`src/rtl/dac_pkg.sv`:
```
// Shared definitions for the spi2dac sample scheduler: FSM encoding and
// sample-rate divider constants for a 50 MHz system clock.
package dac_pkg;

  localparam int DW_DEFAULT      = 10;
  localparam int TIMEOUT_DEFAULT = 255;

  localparam int DIV_10K  = 5000;
  localparam int DIV_20K  = 2500;
  localparam int DIV_44K1 = 1134;

  typedef enum logic [1:0] {
    IDLE      = 2'd0,
    LOAD      = 2'd1,
    WAIT_FALL = 2'd2,
    WAIT_RISE = 2'd3
  } state_t;

endpackage

```
`src/rtl/rate_tick.sv`:
```
// Free-running slot divider: one-cycle tick every DIV sysclk cycles, first
// tick DIV-1 cycles after reset release.
module rate_tick #(
  parameter int DIV = 5000
) (
  input  logic sysclk,
  input  logic rst_n,
  output logic tick
);

  localparam int CW = (DIV > 2) ? $clog2(DIV) : 1;
  localparam logic [CW-1:0] RELOAD = CW'(DIV - 1);

  logic [CW-1:0] cnt;

  assign tick = (cnt == '0);

  always_ff @(posedge sysclk or negedge rst_n) begin
    if (!rst_n)
      cnt <= RELOAD;
    else if (tick)
      cnt <= RELOAD;
    else
      cnt <= cnt - CW'(1);
  end

endmodule

```
`src/rtl/dac_sample_scheduler.sv`:
```
// Round-robin two-source sample scheduler for spi2dac: arbitrates once per
// slot tick, issues a one-cycle load, then follows the dac_cs frame.
module dac_sample_scheduler
  import dac_pkg::*;
#(
  parameter int DW      = DW_DEFAULT,
  parameter int DIV     = DIV_10K,
  parameter int TIMEOUT = TIMEOUT_DEFAULT
) (
  input  logic          sysclk,
  input  logic          rst_n,
  input  logic [1:0]    req,
  input  logic [DW-1:0] data0,
  input  logic [DW-1:0] data1,
  output logic [1:0]    grant,
  input  logic          dac_cs,
  output logic [DW-1:0] dac_data,
  output logic          dac_load,
  output logic          busy,
  output logic [7:0]    overrun_cnt,
  output logic          timeout_err
);

  localparam int WCW = (TIMEOUT > 1) ? $clog2(TIMEOUT + 1) : 1;
  localparam logic [WCW-1:0] WAIT_LAST = WCW'(TIMEOUT - 1);

  function automatic logic [7:0] sat_inc8(input logic [7:0] v);
    return (v == 8'hFF) ? v : v + 8'd1;
  endfunction

  state_t         state, state_nxt;
  logic           tick;
  logic           cs_meta, cs_s;
  logic           rr_last;
  logic           win;
  logic [WCW-1:0] wait_cnt, wait_nxt;
  logic           set_err;

  rate_tick #(.DIV(DIV)) u_rate_tick (
    .sysclk (sysclk),
    .rst_n  (rst_n),
    .tick   (tick)
  );

  // dac_cs crosses from the SPI shifter; idles high
  always_ff @(posedge sysclk or negedge rst_n) begin
    if (!rst_n) begin
      cs_meta <= 1'b1;
      cs_s    <= 1'b1;
    end else begin
      cs_meta <= dac_cs;
      cs_s    <= cs_meta;
    end
  end

  // Arbitration is combinational so grant coincides with the capture edge
  always_comb begin
    grant = 2'b00;
    win   = 1'b0;
    if (state == IDLE && tick) begin
      case (req)
        2'b01: begin grant = 2'b01; win = 1'b0; end
        2'b10: begin grant = 2'b10; win = 1'b1; end
        2'b11: begin
          win   = ~rr_last;
          grant = rr_last ? 2'b01 : 2'b10;
        end
        default: begin grant = 2'b00; win = 1'b0; end
      endcase
    end
  end

  always_comb begin
    state_nxt = state;
    wait_nxt  = wait_cnt;
    set_err   = 1'b0;
    case (state)
      IDLE: begin
        if (grant != 2'b00)
          state_nxt = LOAD;
      end
      LOAD: begin
        wait_nxt  = '0;
        state_nxt = WAIT_FALL;
      end
      WAIT_FALL: begin
        if (!cs_s) begin
          wait_nxt  = '0;
          state_nxt = WAIT_RISE;
        end else if (wait_cnt == WAIT_LAST) begin
          set_err   = 1'b1;
          state_nxt = IDLE;
        end else begin
          wait_nxt = wait_cnt + WCW'(1);
        end
      end
      WAIT_RISE: begin
        if (cs_s) begin
          state_nxt = IDLE;
        end else if (wait_cnt == WAIT_LAST) begin
          set_err   = 1'b1;
          state_nxt = IDLE;
        end else begin
          wait_nxt = wait_cnt + WCW'(1);
        end
      end
      default: state_nxt = IDLE;
    endcase
  end

  always_ff @(posedge sysclk or negedge rst_n) begin
    if (!rst_n) begin
      state    <= IDLE;
      wait_cnt <= '0;
    end else begin
      state    <= state_nxt;
      wait_cnt <= wait_nxt;
    end
  end

  // Winner capture and round-robin history; rr_last=1 favours source 0 first
  always_ff @(posedge sysclk or negedge rst_n) begin
    if (!rst_n) begin
      dac_data <= '0;
      rr_last  <= 1'b1;
    end else if (grant != 2'b00) begin
      dac_data <= win ? data1 : data0;
      rr_last  <= win;
    end
  end

  // A tick outside IDLE drops that slot; it is only counted
  always_ff @(posedge sysclk or negedge rst_n) begin
    if (!rst_n) begin
      overrun_cnt <= 8'd0;
      timeout_err <= 1'b0;
    end else begin
      if (tick && state != IDLE)
        overrun_cnt <= sat_inc8(overrun_cnt);
      if (set_err)
        timeout_err <= 1'b1;
    end
  end

  assign dac_load = (state == LOAD);
  assign busy     = (state != IDLE);

endmodule

```
`config.mk`:
```
export PLATFORM = sky130hd
export DESIGN_NAME = dac_sample_scheduler
export DESIGN_NICKNAME = d
export VERILOG_FILES = /design/src/rtl/dac_pkg.sv /design/src/rtl/rate_tick.sv /design/src/rtl/dac_sample_scheduler.sv
export SDC_FILE = /design/constraint.sdc
export NUM_CORES = 1
export LEC_CHECK = 0
export ABC_CLOCK_PERIOD_IN_PS = 3600
export CORE_UTILIZATION = 25
export CTS_BUF_LIST = sky130_fd_sc_hd__clkbuf_4
export CTS_CLUSTER_DIAMETER = 50
export DETAILED_ROUTE_END_ITERATION = 6
export DONT_BUFFER_PORTS = 1
export GPL_ROUTABILITY_DRIVEN = 1
export GPL_TIMING_DRIVEN = 0
export PLACE_DENSITY = 0.37
export SYNTH_ARGS = -nofsm -noshare
export SYNTH_HDL_FRONTEND = slang
export SYNTH_SLANG_ARGS = --single-unit
```
`constraint.sdc`:
```
create_clock -name sysclk -period 3.6 [get_ports sysclk]
set_clock_uncertainty 0.2 [all_clocks]
set_input_delay 0.36 -clock sysclk [delete_from_list [all_inputs] [get_ports sysclk]]
set_output_delay 0.36 -clock sysclk [all_outputs]
set_load 0.05 [all_outputs]
```
==> key figures <==
Job
  – Maximum Capacitance Violations: 0

Final layout
  – Number of antenna diodes: 0
  – Layout Cell Area excl Fill: 2693 µm²
  – Core occupancy in the finished layout: 29.00%
  – Number of fillers in the final layout: between 900 and 1000
  – Share of cells above drive strength 1: between 20% and 30%
  – Number of nets in the finished design: between 200 and 300
  – Final non-filler cell total: roughly 360
  – Growth of design area from synthesis to finish: 12.02%

CTS
  – Number of H-tree levels: 2
  – Post-CTS sizing: 0
  – Clock slew at the register clock pins of the worst setup and hold paths: 0.14 ns
  – Post-CTS Setup Inserts: 0
  – Cts bufs inserted: 5
  – Maximum clock insertion buffer count: 2
  – Total of hold buffers inserted after clock tree synthesis: 5
  – CTS root buf: sky130_fd_sc_hd__clkbuf_4
  – Clock tree from TritonCTS: yes
  – Clock sinks: 45
  – Insertion delay of the later-clocked pin in the worst-skew pair: approximately 0.36 ns

Synth
  – Syn nets: 253
  – Syn. warnings: 0
  – Average size of a mapped cell: 10.98 µm²
  – Synthesized cell area: around 2400 µm²
  – Proportion of netlist area held by the largest area contributor: 36.44%
  – Cell taking the most area after synthesis: sky130_fd_sc_hd__dfrtp_1
  – Count of mapped cells out of synthesis: 219
  – EDFF count, synth: 0
  – FF+latch count, synth: 45
  – Ys flop type: sky130_fd_sc_hd__dfrtp_1
  – Distinct cell type count of the synthesized netlist: between 40 and 50
  – Largest cells by area after synthesis: sky130_fd_sc_hd__dfrtp_1 (36%), sky130_fd_sc_hd__dfstp_2 (11%), sky130_fd_sc_hd__mux2_2 (11%)
  – Sequential element share of the synthesized area: 47.37%
  – Post-synthesis async set-or-reset flop share: 100.0%

STA
  – Actual transition at the worst max-transition pin: 0.7813 ns
  – Crit path setup slack, layout: a little over 0.3 ns
  – Worst hold slack: 0.07794 ns
  – RSZ-0062 raised after global routing: no
  – Total Neg Setup Slack: 0 ns
  – Fin. Hold Viols: 0
  – Slew Limit Fails: 0
  – Crit share post-route: 91.41%
  – Setup violation total in the final timing report: 0
  – Slew HR: 47.91%
  – Achievable Freq: ~300 MHz
  – Crit path time final: 3.291 ns

Routing
  – WL per Instance: between 10 and 15 µm
  – Total detailed-routing wirelength: 5326 µm
  – Initial drt markers: 66
  – DRT Pass-1 Iters: 4
  – Via density per instance: 4.770
  – Remaining DRCs: 0
  – Remaining antenna violation count after routing: 0
  – Detailed-route via count: between 1500 and 2000

Setup path
  – Largest fanout on the critical path: 10
  – Critical R2R Capture: dac_data[8]$_DFFE_PN0P_
  – Crit path DAT: 2.73 ns
  – Startpoint class of the critical path: flop
  – Register-to-register path setup slack: between 0.7 and 0.8 ns
  – Worst setup path startpoint: state[0]$_DFFE_PN0P_
  – Required time at the worst-slack endpoint: 3.04 ns
  – Kind of end point of the critical path: primary output
  – Logic depth of the worst register-to-register path: 6
  – Class of the most critical setup path: flop to primary output
  – Worst r2r src: state[0]$_DFFE_PN0P_

Die
  – Area enclosed by the die boundary: 10010 µm²
  – Number of placement rows: 35
  – Starting utilization of the core area: 25.89%
  – Horizontal extent of the die: 100.1 µm
  – Placeable core region: 9284 µm²
  – # IOs: 48
  – Die Ht: 100.1 µm

Power and ir drop
  – Total power per unit cell area: 480.6 nW/µm²
  – Final Power: 1.294 mW
  – Static Leakage: between 1 and 1.5 nW
  – Peak supply drop: roughly 0.00016 V

Global routing
  – Antenna violations before repair: 0
  – All-layer global routing usage: ~11%
  – Vias in the first global route: 1724
  – Grt ovf: 0
  – Global-route wire length before repair: 8928 µm
  – Largest net degree at the start of global routing: 46

Min path
  – HP Class: input port to flop
  – Source of the worst hold timing path: data0[1]
  – Worst Hold Path EP: dac_data[1]$_DFFE_PN0P_
  – Hold-critical path depth: 2

Placed design
  – Half-perimeter wire length after placement: 3668 µm
  – Post-placement cell count: 348
  – # port buffers: 0
  – Pre-CTS setup slack: 0.6651 ns
  – Post-detailed-placement cell area: between 2000 and 3000 µm²
  – Final RePlAce weighted congestion: around 0.7

Outcome
  – Result of the run: complete, no violations
cells in the final DEF (no fill, tap or decap), types with 2 or more instances in the layout:
| cell | count |
|---|---|
| sky130_fd_sc_hd__a21o_1 | 3 |
| sky130_fd_sc_hd__a21oi_1 | 13 |
| sky130_fd_sc_hd__a22o_1 | 2 |
| sky130_fd_sc_hd__a31o_2 | 2 |
| sky130_fd_sc_hd__a31oi_1 | 4 |
| sky130_fd_sc_hd__and3_1 | 5 |
| sky130_fd_sc_hd__clkbuf_1 | 5 |
| sky130_fd_sc_hd__clkbuf_4 | 7 |
| sky130_fd_sc_hd__dfrtp_1 | 35 |
| sky130_fd_sc_hd__dfstp_2 | 10 |
| sky130_fd_sc_hd__dlygate4sd3_1 | 4 |
| sky130_fd_sc_hd__ha_1 | 9 |
| sky130_fd_sc_hd__inv_1 | 9 |
| sky130_fd_sc_hd__mux2_2 | 23 |
| sky130_fd_sc_hd__nand2_1 | 11 |
| sky130_fd_sc_hd__nand2b_1 | 5 |
| sky130_fd_sc_hd__nand3_1 | 12 |
| sky130_fd_sc_hd__nand4_1 | 3 |
| sky130_fd_sc_hd__nor2_1 | 11 |
| sky130_fd_sc_hd__nor3_1 | 5 |
| sky130_fd_sc_hd__nor4_1 | 5 |
| sky130_fd_sc_hd__nor4b_1 | 2 |
| sky130_fd_sc_hd__o21a_1 | 2 |
| sky130_fd_sc_hd__o21ai_0 | 6 |
| sky130_fd_sc_hd__o22ai_1 | 2 |
| sky130_fd_sc_hd__o31ai_1 | 3 |
| sky130_fd_sc_hd__xnor2_1 | 2 |
| sky130_fd_sc_hd__xor2_1 | 8 |
state kept, by name, summed over array words and instances (netlist names):
register,count
overrun_cnt,8
rr_last,1
wait_cnt,8
state,2
dac_data,10
cs_meta,1
cs_s,1
timeout_err,1
u_rate_tick.cnt,13
cells in the mapped netlist, types with 5 or more instances:
| cell | number |
|---|---|
| sky130_fd_sc_hd__mux2_2 | 23 |
| sky130_fd_sc_hd__nand3_1 | 12 |
| sky130_fd_sc_hd__nand2b_1 | 5 |
| sky130_fd_sc_hd__xor2_1 | 8 |
| sky130_fd_sc_hd__o21ai_0 | 6 |
| sky130_fd_sc_hd__inv_1 | 9 |
| sky130_fd_sc_hd__and3_1 | 5 |
| sky130_fd_sc_hd__nor2_1 | 11 |
| sky130_fd_sc_hd__nor3_1 | 5 |
| sky130_fd_sc_hd__nor4_1 | 5 |
| sky130_fd_sc_hd__dfrtp_1 | 35 |
| sky130_fd_sc_hd__dfstp_2 | 10 |
| sky130_fd_sc_hd__a21oi_1 | 13 |
| sky130_fd_sc_hd__nand2_1 | 11 |
| sky130_fd_sc_hd__ha_1 | 9 |
| sky130_fd_sc_hd__clkbuf_1 | 5 |
cell type report:
class                           instances  area (µm²)  share of cell area, %
Multi-Input combinational cell        159        1201                  44.61
Sequential cell                        45        1139                  42.29
Buffer                                  6       30.03                  1.115
Inverter                                9       33.78                  1.255
Clock buffer                            7       52.55                  1.952
Timing Repair Buffer                    5       67.56                  2.509
Tap cell                              129       161.4                  5.994
Clock inverter                          1       7.507                 0.2788
critical path, stage by stage (launching register included):
cell and delay (ns):
sky130_fd_sc_hd__dfrtp_1 0.47, sky130_fd_sc_hd__inv_1 0.15, sky130_fd_sc_hd__ha_1 0.16, sky130_fd_sc_hd__clkbuf_1 0.37
sky130_fd_sc_hd__inv_1 0.45, sky130_fd_sc_hd__nor2_1 0.24, sky130_fd_sc_hd__and3_1 0.53
how the worst max path moves through the flow:
stage / slack [ns] / depth (start not counted) / end
2_1_floorplan: 1.14 / 6 / grant[0]
3_3_place_gp: 0.65 / 6 / grant[0]
3_5_place_dp: 0.67 / 6 / grant[0]
4_1_cts: 0.25 / 6 / grant[0]
5_1_grt: 0.07 / 6 / grant[0]
6_report: 0.31 / 6 / grant[0]
logic make-up after synthesis:
kind of cell	synth area share, %
flip-flops	47.37
AND/OR/NAND/NOR	17.18
buffers and inverters	2.655
AO/OA/AOI/OAI	13.69
multiplexers	10.78
adder cells (fa/ha/maj)	4.685
XOR/XNOR	3.644
routing by layer:
| layer | vias to the layer above | wire (µm) | global-route usage, % |
|---|---|---|---|
| met4 | 0 | 65 | 3.679 |
| met2 | 50 | 2394 | 17.93 |
| li1 | 838 | - | - |
| met5 | - | 0 | 0 |
| met3 | 6 | 241 | 2.437 |
| met1 | 828 | 2624 | 15.42 |
where the power goes:
group	total [mW]	internal, mW	switching (mW)	leakage [nW]
clock network	0.261	0.0925	0.169	0.0324
registers	0.608	0.539	0.0684	0.555
logic	0.425	0.138	0.288	0.529
total	1.29	0.769	0.525	1.12
Note: power is estimated with default switching activity, not from simulation.
